**config.mk**
```make
export PLATFORM = sky130hd
export DESIGN_NAME = mem_arbiter_flat
export DESIGN_NICKNAME = d
export VERILOG_FILES = /design/src/rtl/mem_arbiter_if.sv /design/src/rtl/mem_arbiter.sv /design/src/flat_wrapper.sv
export SDC_FILE = /design/constraint.sdc
export NUM_CORES = 1
export LEC_CHECK = 0
export ABC_AREA = 1
export CAP_MARGIN = 10
export CORE_MARGIN = 2
export CORE_UTILIZATION = 42
export CTS_CLUSTER_DIAMETER = 30
export DETAILED_ROUTE_END_ITERATION = 8
export PLACE_DENSITY = 0.93
export REMOVE_ABC_BUFFERS = 1
export SLEW_MARGIN = 20
export SYNTH_ARGS = -nofsm -noshare
export SYNTH_HDL_FRONTEND = slang
export SYNTH_SLANG_ARGS = --single-unit
```
**constraint.sdc**
```tcl
create_clock -name clk_i -period 1.39 [get_ports clk_i]
set_input_delay 0.2085 -clock clk_i [delete_from_list [all_inputs] [get_ports clk_i]]
set_output_delay 0.2085 -clock clk_i [all_outputs]
set_load 0.02 [all_outputs]
```
**src/rtl/mem_arbiter_if.sv**
```systemverilog
// Bundle of requester-side and memory-side signals for mem_arbiter.
// slave is the arbiter's view; master is the pipeline/memory side that drives the requests.
interface mem_arbiter_if #(
  parameter int ADDR_W = 32,
  parameter int DATA_W = 32
);
  logic              if_req_i;
  logic [ADDR_W-1:0] if_addr_i;
  logic [DATA_W-1:0] if_data_o;
  logic              if_ack_o;

  logic              dm_req_i;
  logic              dm_we_i;
  logic [ADDR_W-1:0] dm_addr_i;
  logic [DATA_W-1:0] dm_wdata_i;
  logic [DATA_W-1:0] dm_rdata_o;
  logic              dm_ack_o;

  logic              stall_o;

  logic              mem_en_o;
  logic              mem_we_o;
  logic [ADDR_W-1:0] mem_addr_o;
  logic [DATA_W-1:0] mem_wdata_o;
  logic [DATA_W-1:0] mem_rdata_i;

  modport slave (
    input  if_req_i, if_addr_i,
    input  dm_req_i, dm_we_i, dm_addr_i, dm_wdata_i,
    input  mem_rdata_i,
    output if_data_o, if_ack_o,
    output dm_rdata_o, dm_ack_o,
    output stall_o,
    output mem_en_o, mem_we_o, mem_addr_o, mem_wdata_o
  );

  modport master (
    output if_req_i, if_addr_i,
    output dm_req_i, dm_we_i, dm_addr_i, dm_wdata_i,
    output mem_rdata_i,
    input  if_data_o, if_ack_o,
    input  dm_rdata_o, dm_ack_o,
    input  stall_o,
    input  mem_en_o, mem_we_o, mem_addr_o, mem_wdata_o
  );
endinterface

```
**src/rtl/mem_arbiter.sv**
```systemverilog
// Single-port memory arbiter for the IF and MEM stages, with a global pipeline stall.
// Each access runs IDLE -> BUSY (WAIT_CYC cycles) -> RESP (one-cycle ack).
module mem_arbiter #(
  parameter int ADDR_W   = 32,
  parameter int DATA_W   = 32,
  parameter int WAIT_CYC = 2
) (
  input  logic         clk_i,
  input  logic         rst_i,
  mem_arbiter_if.slave bus
);
  typedef enum logic [1:0] {IDLE, BUSY, RESP} state_t;

  localparam int              CNT_W    = (WAIT_CYC > 1) ? $clog2(WAIT_CYC) : 1;
  localparam logic [CNT_W-1:0] CNT_LOAD = CNT_W'(WAIT_CYC - 1);

  state_t            state_q, state_d;
  logic [CNT_W-1:0]  cnt_q, cnt_d;
  logic              if_done_q, if_done_d;
  logic              dm_done_q, dm_done_d;
  logic              gnt_dm_q, gnt_dm_d;
  logic              mem_en_q, mem_en_d;
  logic              mem_we_q, mem_we_d;
  logic [ADDR_W-1:0] addr_q, addr_d;
  logic [DATA_W-1:0] wdata_q, wdata_d;
  logic [DATA_W-1:0] if_data_q, if_data_d;
  logic [DATA_W-1:0] dm_rdata_q, dm_rdata_d;
  logic              if_ack_q, if_ack_d;
  logic              dm_ack_q, dm_ack_d;
  logic              if_set, dm_set;
  logic              stall;

  // A done flag masks its requester until the pipeline advances.
  assign stall = (bus.if_req_i & ~if_done_q) | (bus.dm_req_i & ~dm_done_q);

  always_comb begin
    state_d    = state_q;
    cnt_d      = cnt_q;
    gnt_dm_d   = gnt_dm_q;
    mem_en_d   = mem_en_q;
    mem_we_d   = mem_we_q;
    addr_d     = addr_q;
    wdata_d    = wdata_q;
    if_data_d  = if_data_q;
    dm_rdata_d = dm_rdata_q;
    if_ack_d   = 1'b0;
    dm_ack_d   = 1'b0;
    if_set     = 1'b0;
    dm_set     = 1'b0;

    case (state_q)
      IDLE: begin
        // MEM stage holds the older instruction, so it wins ties.
        if (bus.dm_req_i && !dm_done_q) begin
          gnt_dm_d = 1'b1;
          mem_en_d = 1'b1;
          mem_we_d = bus.dm_we_i;
          addr_d   = bus.dm_addr_i;
          wdata_d  = bus.dm_wdata_i;
          cnt_d    = CNT_LOAD;
          state_d  = BUSY;
        end else if (bus.if_req_i && !if_done_q) begin
          gnt_dm_d = 1'b0;
          mem_en_d = 1'b1;
          mem_we_d = 1'b0;
          addr_d   = bus.if_addr_i;
          cnt_d    = CNT_LOAD;
          state_d  = BUSY;
        end
      end
      BUSY: begin
        if (cnt_q == '0) begin
          mem_en_d = 1'b0;
          mem_we_d = 1'b0;
          if (gnt_dm_q) begin
            dm_set   = 1'b1;
            dm_ack_d = 1'b1;
            if (!mem_we_q) begin
              dm_rdata_d = bus.mem_rdata_i;
            end
          end else begin
            if_set    = 1'b1;
            if_ack_d  = 1'b1;
            if_data_d = bus.mem_rdata_i;
          end
          state_d = RESP;
        end else begin
          cnt_d = cnt_q - CNT_W'(1);
        end
      end
      RESP: begin
        state_d = IDLE;
      end
      default: begin
        state_d = IDLE;
      end
    endcase

    // Flags clear on any edge where the pipeline advances.
    if_done_d = stall ? (if_done_q | if_set) : 1'b0;
    dm_done_d = stall ? (dm_done_q | dm_set) : 1'b0;
  end

  always_ff @(posedge clk_i or negedge rst_i) begin
    if (!rst_i) begin
      state_q    <= IDLE;
      cnt_q      <= '0;
      if_done_q  <= 1'b0;
      dm_done_q  <= 1'b0;
      gnt_dm_q   <= 1'b0;
      mem_en_q   <= 1'b0;
      mem_we_q   <= 1'b0;
      addr_q     <= '0;
      wdata_q    <= '0;
      if_data_q  <= '0;
      dm_rdata_q <= '0;
      if_ack_q   <= 1'b0;
      dm_ack_q   <= 1'b0;
    end else begin
      state_q    <= state_d;
      cnt_q      <= cnt_d;
      if_done_q  <= if_done_d;
      dm_done_q  <= dm_done_d;
      gnt_dm_q   <= gnt_dm_d;
      mem_en_q   <= mem_en_d;
      mem_we_q   <= mem_we_d;
      addr_q     <= addr_d;
      wdata_q    <= wdata_d;
      if_data_q  <= if_data_d;
      dm_rdata_q <= dm_rdata_d;
      if_ack_q   <= if_ack_d;
      dm_ack_q   <= dm_ack_d;
    end
  end

  assign bus.stall_o     = stall;
  assign bus.mem_en_o    = mem_en_q;
  assign bus.mem_we_o    = mem_we_q;
  assign bus.mem_addr_o  = addr_q;
  assign bus.mem_wdata_o = wdata_q;
  assign bus.if_data_o   = if_data_q;
  assign bus.dm_rdata_o  = dm_rdata_q;
  assign bus.if_ack_o    = if_ack_q;
  assign bus.dm_ack_o    = dm_ack_q;
endmodule

```
**src/flat_wrapper.sv**
```systemverilog
// flat-port wrapper written by rule: the top's interface ports become plain ports
module mem_arbiter_flat 
#(
  parameter int ADDR_W   = 32,
  parameter int DATA_W   = 32,
  parameter int WAIT_CYC = 2
)
  (clk_i, rst_i, bus_if_req_i, bus_if_addr_i, bus_dm_req_i, bus_dm_we_i, bus_dm_addr_i, bus_dm_wdata_i, bus_mem_rdata_i, bus_if_data_o, bus_if_ack_o, bus_dm_rdata_o, bus_dm_ack_o, bus_stall_o, bus_mem_en_o, bus_mem_we_o, bus_mem_addr_o, bus_mem_wdata_o);
  mem_arbiter_if #(.ADDR_W(ADDR_W), .DATA_W(DATA_W)) bus_i ();
  input  logic clk_i;
  input  logic rst_i;
  input wire logic [$bits(bus_i.if_req_i)-1:0] bus_if_req_i;
  input wire logic [$bits(bus_i.if_addr_i)-1:0] bus_if_addr_i;
  input wire logic [$bits(bus_i.dm_req_i)-1:0] bus_dm_req_i;
  input wire logic [$bits(bus_i.dm_we_i)-1:0] bus_dm_we_i;
  input wire logic [$bits(bus_i.dm_addr_i)-1:0] bus_dm_addr_i;
  input wire logic [$bits(bus_i.dm_wdata_i)-1:0] bus_dm_wdata_i;
  input wire logic [$bits(bus_i.mem_rdata_i)-1:0] bus_mem_rdata_i;
  output wire logic [$bits(bus_i.if_data_o)-1:0] bus_if_data_o;
  output wire logic [$bits(bus_i.if_ack_o)-1:0] bus_if_ack_o;
  output wire logic [$bits(bus_i.dm_rdata_o)-1:0] bus_dm_rdata_o;
  output wire logic [$bits(bus_i.dm_ack_o)-1:0] bus_dm_ack_o;
  output wire logic [$bits(bus_i.stall_o)-1:0] bus_stall_o;
  output wire logic [$bits(bus_i.mem_en_o)-1:0] bus_mem_en_o;
  output wire logic [$bits(bus_i.mem_we_o)-1:0] bus_mem_we_o;
  output wire logic [$bits(bus_i.mem_addr_o)-1:0] bus_mem_addr_o;
  output wire logic [$bits(bus_i.mem_wdata_o)-1:0] bus_mem_wdata_o;
  assign bus_i.if_req_i = bus_if_req_i;
  assign bus_i.if_addr_i = bus_if_addr_i;
  assign bus_i.dm_req_i = bus_dm_req_i;
  assign bus_i.dm_we_i = bus_dm_we_i;
  assign bus_i.dm_addr_i = bus_dm_addr_i;
  assign bus_i.dm_wdata_i = bus_dm_wdata_i;
  assign bus_i.mem_rdata_i = bus_mem_rdata_i;
  assign bus_if_data_o = bus_i.if_data_o;
  assign bus_if_ack_o = bus_i.if_ack_o;
  assign bus_dm_rdata_o = bus_i.dm_rdata_o;
  assign bus_dm_ack_o = bus_i.dm_ack_o;
  assign bus_stall_o = bus_i.stall_o;
  assign bus_mem_en_o = bus_i.mem_en_o;
  assign bus_mem_we_o = bus_i.mem_we_o;
  assign bus_mem_addr_o = bus_i.mem_addr_o;
  assign bus_mem_wdata_o = bus_i.mem_wdata_o;
  mem_arbiter #(.ADDR_W(ADDR_W), .DATA_W(DATA_W), .WAIT_CYC(WAIT_CYC)) u_core (.clk_i(clk_i), .rst_i(rst_i), .bus(bus_i));
endmodule
```
Word level (Yosys, flattened, before mapping)
Index checks and enable logic that the tools add are counted.
{"block": "totals", "wordCells": 65, "inputBits": 133, "regBits": 138, "out_inout_bits": 133}
{"block": "classes", "n_bitwise": 10, "addsub": 1, "reduce_logical": 14, "n_mux": 24, "eq_ne": 3}
{"op": "$mux 32", "count": 2}
{"op": "$mux 1", "count": 15}
{"op": "$reduce_and 2->1", "count": 4}
{"op": "$mux 2", "count": 3}
{"op": "$pmux 1 s2", "count": 3}
{"op": "$reduce_and 3->1", "count": 2}
{"op": "$not 1->1", "count": 5}
{"op": "$pmux 2 s2", "count": 1}
{"op": "$reduce_and 4->1", "count": 1}
{"op": "$reduce_bool 2->1", "count": 2}
{"op": "$ne 3x1->1 const B", "count": 1}
{"op": "$or 1x1->1", "count": 3}
{"op": "$and 1x1->1", "count": 2}
{"op": "$eq 2x1->1 const B", "count": 1}
{"op": "$logic_and 1x1->1", "count": 2}
{"op": "$logic_not 1->1", "count": 2}
{"op": "$logic_not 2->1", "count": 1}
{"op": "$ne 2x2->1 const B", "count": 1}
{"op": "$sub 1x1->1 const B", "count": 1}

Logic depth before layout (Yosys ltp)
Gate-level depths: netlist (run 1).
{"block": "logic_depth", "ltp_word": 5, "mapped_depth": 7, "ltp_nobuf": 6}

Worst setup path after synthesis (run 1)
Ideal clock, no wire load.
{"block": "synth_path", "path_type": "reg-to-reg", "startpoint": "reg u_core.mem_we_q, in the netlist u_core.bus.mem_we_o", "endpoint": "reg u_core.dm_rdata_q[10], in the netlist u_core.bus.dm_rdata_o[10]", "t_arrival_ps": 1056, "path_buffers": 1, "setup_ps": 126, "path_stages_with_launch": 6, "setup_slack_ps": 208, "synth_period_minus_slack_ps": 1182, "t_required_ps": 1264, "cell_sequence": "dfrtp_1 -> nor2_1 -> nand3_4 -> buf_2 -> nand2_1 -> o21ai_0"}
{"block": "synth_between", "elab_chain_len": 2}
{"item": "start: declaration", "line_no": "mem_arbiter.sv:23", "rtl": "logic mem_we_q, mem_we_d;"}
{"item": "start signal: assignment", "line_no": "mem_arbiter.sv:126", "rtl": "mem_we_q <= mem_we_d;"}
{"item": "$not 1->1 (no line)"}
{"item": "$reduce_and 4->1 (no line)"}
{"item": "end signal: assignment", "line_no": "mem_arbiter.sv:130", "rtl": "dm_rdata_q <= dm_rdata_d;"}
{"item": "end: declaration", "line_no": "mem_arbiter.sv:27", "rtl": "logic [DATA_W-1:0] dm_rdata_q, dm_rdata_d;"}
Every way passes these cells.
A chain may end at the register's enable or synchronous reset.

Final worst setup path (run 1)
{"block": "layout_path", "startpoint": "reg u_core.addr_q[15], in the netlist u_core.bus.mem_addr_o[15]", "endpoint": "out bus_mem_addr_o[15]"}
{"item": "start: declaration", "line_no": "mem_arbiter.sv:24", "rtl": "logic [ADDR_W-1:0] addr_q, addr_d;"}
{"item": "start signal: assignment", "line_no": "mem_arbiter.sv:127", "rtl": "addr_q <= addr_d;"}
{"item": "end: declaration", "line_no": "flat_wrapper.sv:26", "rtl": "output wire logic [$bits(bus_i.mem_addr_o)-1:0] bus_mem_addr_o;"}
No word-level cell between the ends.

==> metrics, run 1 <==
status complete, no violations; Leak ~4.9 nW; R2R Path Start u_core.dm_done_q$_DFF_PN0_; CTS Buf Count 17; met3 usage 0.05009; Synth area leader dfrtp_1; Die W between 100 and 150 um; Area growth syn-to-layout 59.10%; Clock Power Share 0.200; Max VDD drop between 1 and 1.5 mV; clock skew 0.007725 ns; Hold Path Class primary input to asynchronous set/reset pin; core area about 14000 sq um; M1 GR Usage 0.2688; setup ws final between 0.03 and 0.04 ns; net switching power 9.302 mW; Fmax between 0.7 and 0.8 GHz; initial antenna violation count 0; GR peak layer met2; Yosys top cell area share 0.5932; total negative slack 0 ns; first-pass GRT wire length 26630 um; Post-DP Area roughly 9000 sq um; Initial Utilization 0.4244; Unique masters post-synth 22; Final Wtd Congestion between 0.8 and 0.9; nets roughly 1100; sequential cell area about 3500 sq um; max cap viols 0; Post-Syn Area 5822 sq um; Reg2Reg Depth 8; Routed wire per std cell 15.17 um; I/O pin total 266; RSZ-0062 raised after global routing false; total power divided by cell area around 2400 nW/um^2; Worst R2R End u_core.bus.mem_wdata_o[5]$_DFFE_PN0P_; largest cells by area after synthesis dfrtp_1, nand2_1, nand3_1; reg2reg setup slack about 0.080 ns; Slew headroom 0.7474; vias in the first global route 5420; Yosys reg bits 138; Starting DRT DRC Count 338; share of cells above drive strength 1 0.09359; n_diodes 0; Clock Path Buffers 2; DP HPWL 12200 um; total die area 14820 sq um; final hold violation count 0; Pins Over Slew Limit 0; DR DRC count 0; critical path capture point type output pin; minimum clock period 1.358 ns; WHS 0.2803 ns; post-placement cell count 1094; sw frac 0.4195; Finished Layout Cells 1131; post-synthesis area per instance 8.741 sq um; CP max stage delay about 0.38 ns; WL final around 17000 um; # setup viols final 0; PortBufs 265; final std cell area, no fill slightly above 9000 sq um; Crit-path slowest cell dlygate4sd2_1; measured slew at the worst slew-check pin 0.3790 ns; H-tree lvl count 4; Setup crit start kind flip-flop; internal power consumption 12.87 mW; crit-path cells dlygate4sd2_1; sequential cell area fraction in the yosys report 0.5932; commonest non-fill, non-tap cell in the layout nand2_1; Via-to-Cell Ratio 4.904; register share of total power 0.319; Total GRT Usage 0.2301; Arr. time, crit path 1.15 ns; WP data required 1.18 ns; most frequent cells in the layout nand2_1, dfrtp_1, clkdlybuf4s50_1; die height 121.7 um; Root Buffer clkbuf_16; Logic pwr share 0.481; GR met2 Demand/Resource 0.3968; DRT Pass-1 Iters 5; CTS tree done; Reg clk slew, reported paths 0.06 ns; Buffers & Inverters on Critical Path 1; fin crit share 0.9770; routed via count 5546; Synth Warn # 0; DRT antenna net count 0; Sinks on Clock Net 138; path type of the worst setup path flip-flop to output pin; Filler cells 1114; Multi-input gate area 1981 sq um; Site Rows 43; largest net degree at the start of global routing 67; Setup WS pre-CTS -0.3466 ns; cells after synthesis 666; gr ovfl total 0; critical-path maximum fanout 2; largest delay contributor family on the critical path buffers and inverters; worst skew pair latency 0.41 ns
-- per-layer routing --
layer  wire length (um)  share of wire  vias up
met2               8756           0.51      216
met3               1006          0.059       50
met5                  0              0        -
met1               6675           0.39     2628
li1                   -              -     2652
met4                717          0.042        0
-- metrics by stage --
stage / power, mW / utilization
after floorplan: 12.77 / -
after global placement: 18.48 / 0.6371
after detailed placement: 18.88 / 0.6371
after CTS: 22.07 / 0.6683
after global routing: 23.59 / 0.6751
final: 22.18 / 0.6751
-- worst max-delay path by stage --
stage,startpoint,endpoint,slack [ns],cells past startpoint
floorplan,u_core.state_q[1]$_DFFE_PN0P_,u_core.bus.mem_wdata_o[0]$_DFFE_PN0P_,-1.57,4
finish,u_core.bus.mem_addr_o[15]$_DFFE_PN0P_,bus_mem_addr_o[15],0.03,1
CTS,u_core.bus.mem_wdata_o[28]$_DFFE_PN0P_,bus_mem_wdata_o[28],0.004,1
detailed placement,bus_dm_req_i,u_core.bus.mem_wdata_o[5]$_DFFE_PN0P_,-0.35,8
global route,u_core.bus.mem_we_o$_DFFE_PN0P_,bus_mem_we_o,0.001,1
global placement,bus_dm_req_i,bus_stall_o,-0.27,4
-- cell usage after synthesis --
master    number
buf_6          5
nand3_1       98
inv_2          3
nand2_2        2
o21ai_1       27
o21ai_2       14
nand2_1      268
dfrtp_1      138
clkbuf_1       7
buf_2         24
inv_1         41
nor2_4         1
buf_4          3
nand4_1        1
nand3_2        1
nand3_4        1
nor2_1         1
o21ai_0       23
nand2_4        1
clkbuf_2       3
a21oi_1        3
nor2_2         1
-- flip-flops by register name, indices dropped and copies added (netlist names) --
register                cells
u_core.bus.dm_rdata_o      32
u_core.bus.if_data_o       32
u_core.bus.mem_addr_o      32
u_core.bus.mem_wdata_o     32
u_core.state_q              2
u_core.bus.dm_ack_o         1
u_core.bus.if_ack_o         1
u_core.bus.mem_en_o         1
u_core.bus.mem_we_o         1
u_core.cnt_q                1
u_core.dm_done_q            1
u_core.gnt_dm_q             1
u_core.if_done_q            1
-- logic make-up after synthesis --
logic type,share of synthesized area
buf+inv,0.06963
simple gates,0.2706
flops,0.5932
compound gates,0.06662
-- what timing repair did --
action | 4_1_cts | 5_1_grt
pin swaps | 0 | 2
setup buffers | 0 | 3
endpoints found under the setup margin | 136 | 56
hold endpoints to repair | 33 | 0
hold buffers | 1 | 0
gates resized for setup | 139 | 10
gates cloned | 0 | 2
-- cell type report --
class / count / share of cell area
multi-input combinational: 442 / 0.2138
timing repair buffer: 296 / 0.3084
sequential: 138 / 0.3730
clock inverter: 13 / 0.01634
tap: 180 / 0.02431
inverter: 44 / 0.01783
clock buffer: 18 / 0.04633
-- power groups by stage --
stage	clock network [mW]	logic (mW)	registers, mW
floorplan	0	3.45	9.32
global placement	0	11.4	7.08
detailed placement	0	11.7	7.16
CTS	4.53	10.5	7.08
global route	4.71	11.6	7.30
finish	4.44	10.7	7.08
Power figures use the tool's default switching activity.
==> inputs of run 2 (changes only) <==
--- a/config.mk
+++ b/config.mk
@@ -17,3 +17,4 @@
 export SYNTH_ARGS = -nofsm -noshare
 export SYNTH_HDL_FRONTEND = slang
 export SYNTH_SLANG_ARGS = --single-unit
+export TNS_END_PERCENT = 100
==> results of run 2 <==
Same layout as run 1: the final DEF is identical, and so are final timing and power.
